--- src/rtl/bb_pi_loop_filter.sv ---
// Second-order PI loop filter for bang-bang phase detectors, with windowed lock detect.
// Optional `BB_LF_SAT_EN: clamp integrator and output sum instead of wrapping.
module bb_pi_loop_filter #(
  parameter int WIDTH    = 24,
  parameter int FW       = 16,
  parameter int LOCK_WIN = 64,
  parameter int LOCK_TH  = 4,
  localparam int IW      = WIDTH + FW
) (
  input  logic             clk,
  input  logic             rst,
  input  logic             en,
  input  logic             up,
  input  logic             dn,
  input  logic [IW-1:0]    ki,
  input  logic [IW-1:0]    kp,
  input  logic             clr,
  output logic [WIDTH-1:0] out,
  output logic             out_vld,
  output logic             lock
);

  localparam int CW = $clog2(LOCK_WIN);
  localparam int NW = CW + 1;

  logic signed [IW-1:0]   integ, integ_n, sum;
  logic signed [IW+1:0]   dki, dkp, integ_w, sum_w;
  logic signed [1:0]      d;
  logic [CW-1:0]          wc;
  logic signed [NW-1:0]   net;
  logic signed [NW:0]     net_n;
  logic                   win_end, locked_n;
  logic                   unused_ok;

  always_comb begin
    d = 2'sd0;
    if (up && !dn)      d = 2'sd1;
    else if (dn && !up) d = -2'sd1;
  end

  // Gains are unsigned; d*gain is just select/negate on a zero-extended copy.
  always_comb begin
    dki = '0;
    dkp = '0;
    if (d == 2'sd1) begin
      dki = {2'b00, ki};
      dkp = {2'b00, kp};
    end else if (d == -2'sd1) begin
      dki = -{2'b00, ki};
      dkp = -{2'b00, kp};
    end
  end

  assign integ_w = {{2{integ[IW-1]}}, integ} + dki;
  assign sum_w   = {{2{integ_n[IW-1]}}, integ_n} + dkp;

`ifdef BB_LF_SAT_EN
  localparam logic signed [IW+1:0] SMAX = {3'b000, {(IW-1){1'b1}}};
  localparam logic signed [IW+1:0] SMIN = {3'b111, {(IW-1){1'b0}}};

  function automatic logic signed [IW-1:0] clamp(input logic signed [IW+1:0] v);
    if (v > SMAX)      clamp = SMAX[IW-1:0];
    else if (v < SMIN) clamp = SMIN[IW-1:0];
    else               clamp = v[IW-1:0];
  endfunction

  assign integ_n   = clamp(integ_w);
  assign sum       = clamp(sum_w);
  assign unused_ok = ^sum[FW-1:0];
`else
  assign integ_n   = integ_w[IW-1:0];
  assign sum       = sum_w[IW-1:0];
  assign unused_ok = ^{integ_w[IW+1:IW], sum_w[IW+1:IW], sum[FW-1:0]};
`endif

  // Net count is one bit wider so the window's final +/-LOCK_WIN cannot overflow.
  assign net_n    = {net[NW-1], net} + {{(NW-1){d[1]}}, d};
  assign win_end  = (wc == CW'(LOCK_WIN - 1));
  assign locked_n = (net_n <= LOCK_TH) && (net_n >= -LOCK_TH);

  always_ff @(posedge clk) begin
    if (rst || clr) begin
      integ   <= '0;
      out     <= '0;
      out_vld <= 1'b0;
      lock    <= 1'b0;
      net     <= '0;
      wc      <= '0;
    end else if (en) begin
      integ   <= integ_n;
      out     <= sum[IW-1:FW];
      out_vld <= 1'b1;
      if (win_end) begin
        lock <= locked_n;
        net  <= '0;
        wc   <= '0;
      end else begin
        net  <= net_n[NW-1:0];
        wc   <= wc + 1'b1;
      end
    end else begin
      out_vld <= 1'b0;
    end
  end

endmodule

--- config.mk ---
export PLATFORM = sky130hd
export DESIGN_NAME = bb_pi_loop_filter
export DESIGN_NICKNAME = d
export VERILOG_FILES = /design/src/rtl/bb_pi_loop_filter.sv
export SDC_FILE = /design/constraint.sdc
export NUM_CORES = 1
export LEC_CHECK = 0
export ABC_AREA = 1
export BUFFER_PORTS_ARGS = -buffer_cell sky130_fd_sc_hd__buf_2
export CAP_MARGIN = 20
export CORE_AREA = 2 2 144 251
export CTS_CLUSTER_DIAMETER = 80
export DETAILED_ROUTE_END_ITERATION = 10
export DIE_AREA = 0 0 146 253
export GPL_TIMING_DRIVEN = 0
export MAX_ROUTING_LAYER = met4
export REMOVE_ABC_BUFFERS = 1
export SLEW_MARGIN = 20
export SYNTH_ARGS = -nofsm -noshare
export SYNTH_HDL_FRONTEND = slang
export SYNTH_SLANG_ARGS = --single-unit
--- constraint.sdc ---
create_clock -name clk -period 13.6 [get_ports clk]
set_input_delay 2.72 -clock clk [delete_from_list [all_inputs] [get_ports clk]]
set_output_delay 2.72 -clock clk [all_outputs]
set_load 0.01 [all_outputs]
==> impl_metrics.py <==
metrics = {
    "status": {
        "outcome": "finished clean",
    },
    "worst_setup_path": {
        "slowest_delay_ns": 0.79,
        "r2r_end": "out[21]$_SDFFE_PP0P_",
        "timing.setup.critical_path_class": "input port to flip-flop",
        "cp_num_buf_inv": 7,
        "start_kind": "input port",
        "cp_slowest_cell": "inv_2",
        "r2r-start": "integ[11]$_SDFFE_PP0P_",
        "critical_path_arrival_ns": 9.26,
        "required_ns": 13.87,
        "worstRegToRegCells": 23,
        "crit_path_end_kind": "flip-flop",
        "r2r_slack_ns": 8.73,
        "cp_top_family": "simple AND/OR/NAND/NOR gates",
        "crit_fanout": 57,
    },
    "logic_synthesis": {
        "synthAdderAreaFrac": 0.111,
        "avgSynthCellArea_um2": 5.91,
        "synth_xor_area_frac": 0.0636,
        "synthMuxAreaShare": 0,
        "syn_inst": 1746,
        "synth_top_flop_cell": "dfxtp_1",
        "synth_top_family_by_area": "simple AND/OR/NAND/NOR gates",
        "yosysUniqueCellTypes": 57,
        "synth-compound-area-share": 0.200,
        "synth_edf_count": 0,
        "synth_seq_area_share": 0.153,
        "synth_seq_cells": 79,
        "synthSimpleGateAreaFrac": 0.362,
        "synthArstFlopShare": 0,
        "synth_area_mm2": 0.0103,
        "ys_warn_count": 0,
    },
    "floorplan": {
        "core_area_mm2": 0.0351,
        "start_util": 0.294,
        "dieHeight_um": 253,
        "dieArea_mm2": 0.0369,
        "die_w_um": 146,
        "rows": 91,
        "io_pins": 112,
    },
    "pwr": {
        "power_density_mw_per_mm2": 73.2,
        "ir_drop_mv": 0.0539,
        "internal-power_mw": 0.506,
        "pwr-share-clk": 0.290,
        "p_sw_frac": 0.411,
        "comb_power_share": 0.421,
        "p_sw_mw": 0.353,
        "seq_power_share": 0.289,
        "power_leakage_nw": 6.19,
        "p_total_mw": 0.858,
    },
    "place": {
        "dp.cells": 2287,
        "io_buffers": 111,
        "place_congestion": 0.953,
        "dp_hpwl_um": 29300,
        "dp_slack_ns": 4.24,
        "placed_area_mm2": 0.0114,
    },
    "detailed_routing": {
        "detail_route.wirelength_um": 35500,
        "drcViolationCount": 0,
        "first_pass_iters": 6,
        "first_iter_violations": 487,
        "ant_nets": 0,
        "vias": 11300,
        "drt-vias-per-instance": 4.91,
        "wire_per_inst_um": 15.4,
    },
    "clock_network": {
        "ctsHoldBuffers": 0,
        "numClockSinks": 79,
        "clock-root-buffer": "clkbuf_16",
        "cts_made_buffers": 9,
        "cts_tree": "built",
        "post_cts_buffers": 0,
        "cts_resized": 0,
        "insertion_delay_ns": 0.37,
        "clockBufferDepth": 2,
        "clk_pin_slew_worst_paths_ns": 0.06,
        "h-tree-depth": 3,
    },
    "finish": {
        "drive_gt1_frac": 0.128,
        "area_growth_pct": 13.5,
        "final_cell_count_no_fill": 2305,
        "nets": 2009,
        "final_area_mm2": 0.0117,
    },
    "timing": {
        "setup_viol": 0,
        "skew_ns": 0.0120,
        "hold_viol": 0,
        "worstMarginPinSlew_ns": 1.11,
        "fmax_ghz": 0.111,
        "rsz0062_at_grt": "no",
        "finalSetupTns_ns": 0,
        "slew_headroom": 0.262,
        "setup_ws_ns": 4.61,
        "fin_crit_sh": 0.661,
        "final.min_clock_period_ns": 8.99,
        "finalMaxSlewViolations": 0,
    },
    "grt": {
        "grt_usage": 0.198,
        "grt_max_degree": 59,
        "antenna_found_initial": 2,
        "grt_pass1_vias": 10900,
        "grt_pass1_wl_um": 56000,
        "grt.overflow.total": 0,
    },
    "hold_path": {
        "min_from": "net[6]$_SDFFE_PP0P_",
        "holdPathStages": 2,
        "hold_path.class": "flip-flop to flip-flop",
        "holdPathEnd": "net[6]$_SDFFE_PP0P_",
    },
    "run": {
        "maxCapViolCount": 0,
    },
}
==> state kept, by name, summed over array words and instances (netlist names) <==
register  cells
wc            6
net           7
out_vld       1
integ        40
out          24
lock          1
==> per-stage QoR <==
step / util / hold slack, ns
after CTS: 0.334 / 0.473
after global placement: 0.322 / 0.459
after global routing: 0.334 / 0.493
after floorplan: - / 0.450
after detailed placement: 0.326 / 0.465
final: 0.334 / 0.472
==> cell families (layout without fill, tap and decap cells) <==
| logic type | after synthesis | in the layout |
|---|---|---|
| AOI/OAI and AO/OA | 367 | 367 |
| xor gates and xnor gates | 75 | 75 |
| adders and majority gates | 90 | 90 |
| buffers and inverters | 298 | 390 |
| DFF | 79 | 79 |
| other | 0 | 2 |
| and+or+nand+nor | 837 | 837 |
==> cell type report <==
class / count / area [um2]
clock inverter: 6 / 61.3
multi-input combinational: 1369 / 7610
sequential: 79 / 1580
inverter: 258 / 975
antenna: 2 / 5.00
fill: 3989 / 23300
timing repair buffer: 116 / 673
tap: 465 / 582
clock buffer: 10 / 229
==> how the worst max path moves through the flow <==
| stage | start | to | slack (ns) | cells after the start |
|---|---|---|---|---|
| detailed placement | dn | out[23]$_SDFFE_PP0P_ | 4.24 | 31 |
| floorplan | dn | out[23]$_SDFFE_PP0P_ | 5.66 | 30 |
| global placement | dn | out[23]$_SDFFE_PP0P_ | 2.92 | 29 |
| finish | dn | out[21]$_SDFFE_PP0P_ | 4.61 | 31 |
| global route | ki[0] | out[21]$_SDFFE_PP0P_ | 4.06 | 40 |
| CTS | dn | out[23]$_SDFFE_PP0P_ | 4.64 | 31 |
==> cell usage after synthesis, types with 12 or more instances <==
| cell type | n | share of area |
|---|---|---|
| xor2_1 | 48 | 0.041 |
| inv_2 | 15 | 0.0055 |
| nor2_1 | 307 | 0.11 |
| nand2_2 | 30 | 0.018 |
| nand4_1 | 15 | 0.0091 |
| nor3_1 | 37 | 0.018 |
| o21ai_0 | 116 | 0.056 |
| a21oi_1 | 156 | 0.076 |
| nand2_1 | 307 | 0.11 |
| ha_1 | 88 | 0.11 |
| dfxtp_1 | 79 | 0.15 |
| inv_1 | 240 | 0.087 |
| o21ai_1 | 12 | 0.0058 |
| nor2_2 | 13 | 0.0079 |
| clkbuf_1 | 32 | 0.012 |
| a31oi_1 | 18 | 0.011 |
| nand3_1 | 66 | 0.032 |
| xnor2_1 | 27 | 0.023 |
==> worst register-to-register path, cell delays in order, from the launching register on <==
cell	delay [ns]
dfxtp_1	0.35
ha_1	0.37
a21oi_1	0.24
o21bai_1	0.11
a21oi_1	0.24
nand2_4	0.12
a21oi_1	0.26
inv_1	0.07
a21oi_1	0.33
xor2_1	0.50
ha_1	0.32
nand2_1	0.11
nor2_1	0.14
inv_1	0.08
nor4_1	0.54
nand3b_1	0.18
nand3_1	0.25
nand2_2	0.13
nand2_2	0.12
nand2_1	0.08
nand3_1	0.07
nand3_1	0.07
nand2_1	0.07
inv_1	0.03
==> power by group through the flow <==
stage | Clock [mW] | Sequential, mW | Combinational, mW
global route | 0.266 | 0.249 | 0.404
CTS | 0.260 | 0.248 | 0.365
floorplan | 0 | 0.254 | 0.237
global placement | 0 | 0.253 | 0.357
finish | 0.249 | 0.248 | 0.361
detailed placement | 0 | 0.253 | 0.363
==> per-layer routing <==
| layer | vias to the layer above | routed length [um] | global-route usage |
|---|---|---|---|
| met2 | 243 | 19100 | 0.380 |
| li1 | 5883 | - | - |
| met4 | 0 | 1940 | 0.103 |
| met1 | 5121 | 13200 | 0.190 |
| met5 | - | 0 | - |
| met3 | 81 | 1320 | 0.0299 |
==> placed cells by master (no fill, tap or decap), types with 11 or more instances in the layout <==
cell type and n:
inv_1 240, a31oi_1 18, nor3_1 37, dfxtp_1 79, nand2_1 307, o21ai_0 116
xor2_1 48, a21oi_1 156, nand3_1 66, nor2_1 306, o21ai_1 12, buf_2 110
inv_2 14, nor2_2 13, o21bai_1 11, o211ai_1 11, nand2_2 30, xnor2_1 27
nand4_1 15, ha_1 87
No activity file was read; power rests on OpenSTA's default activity.
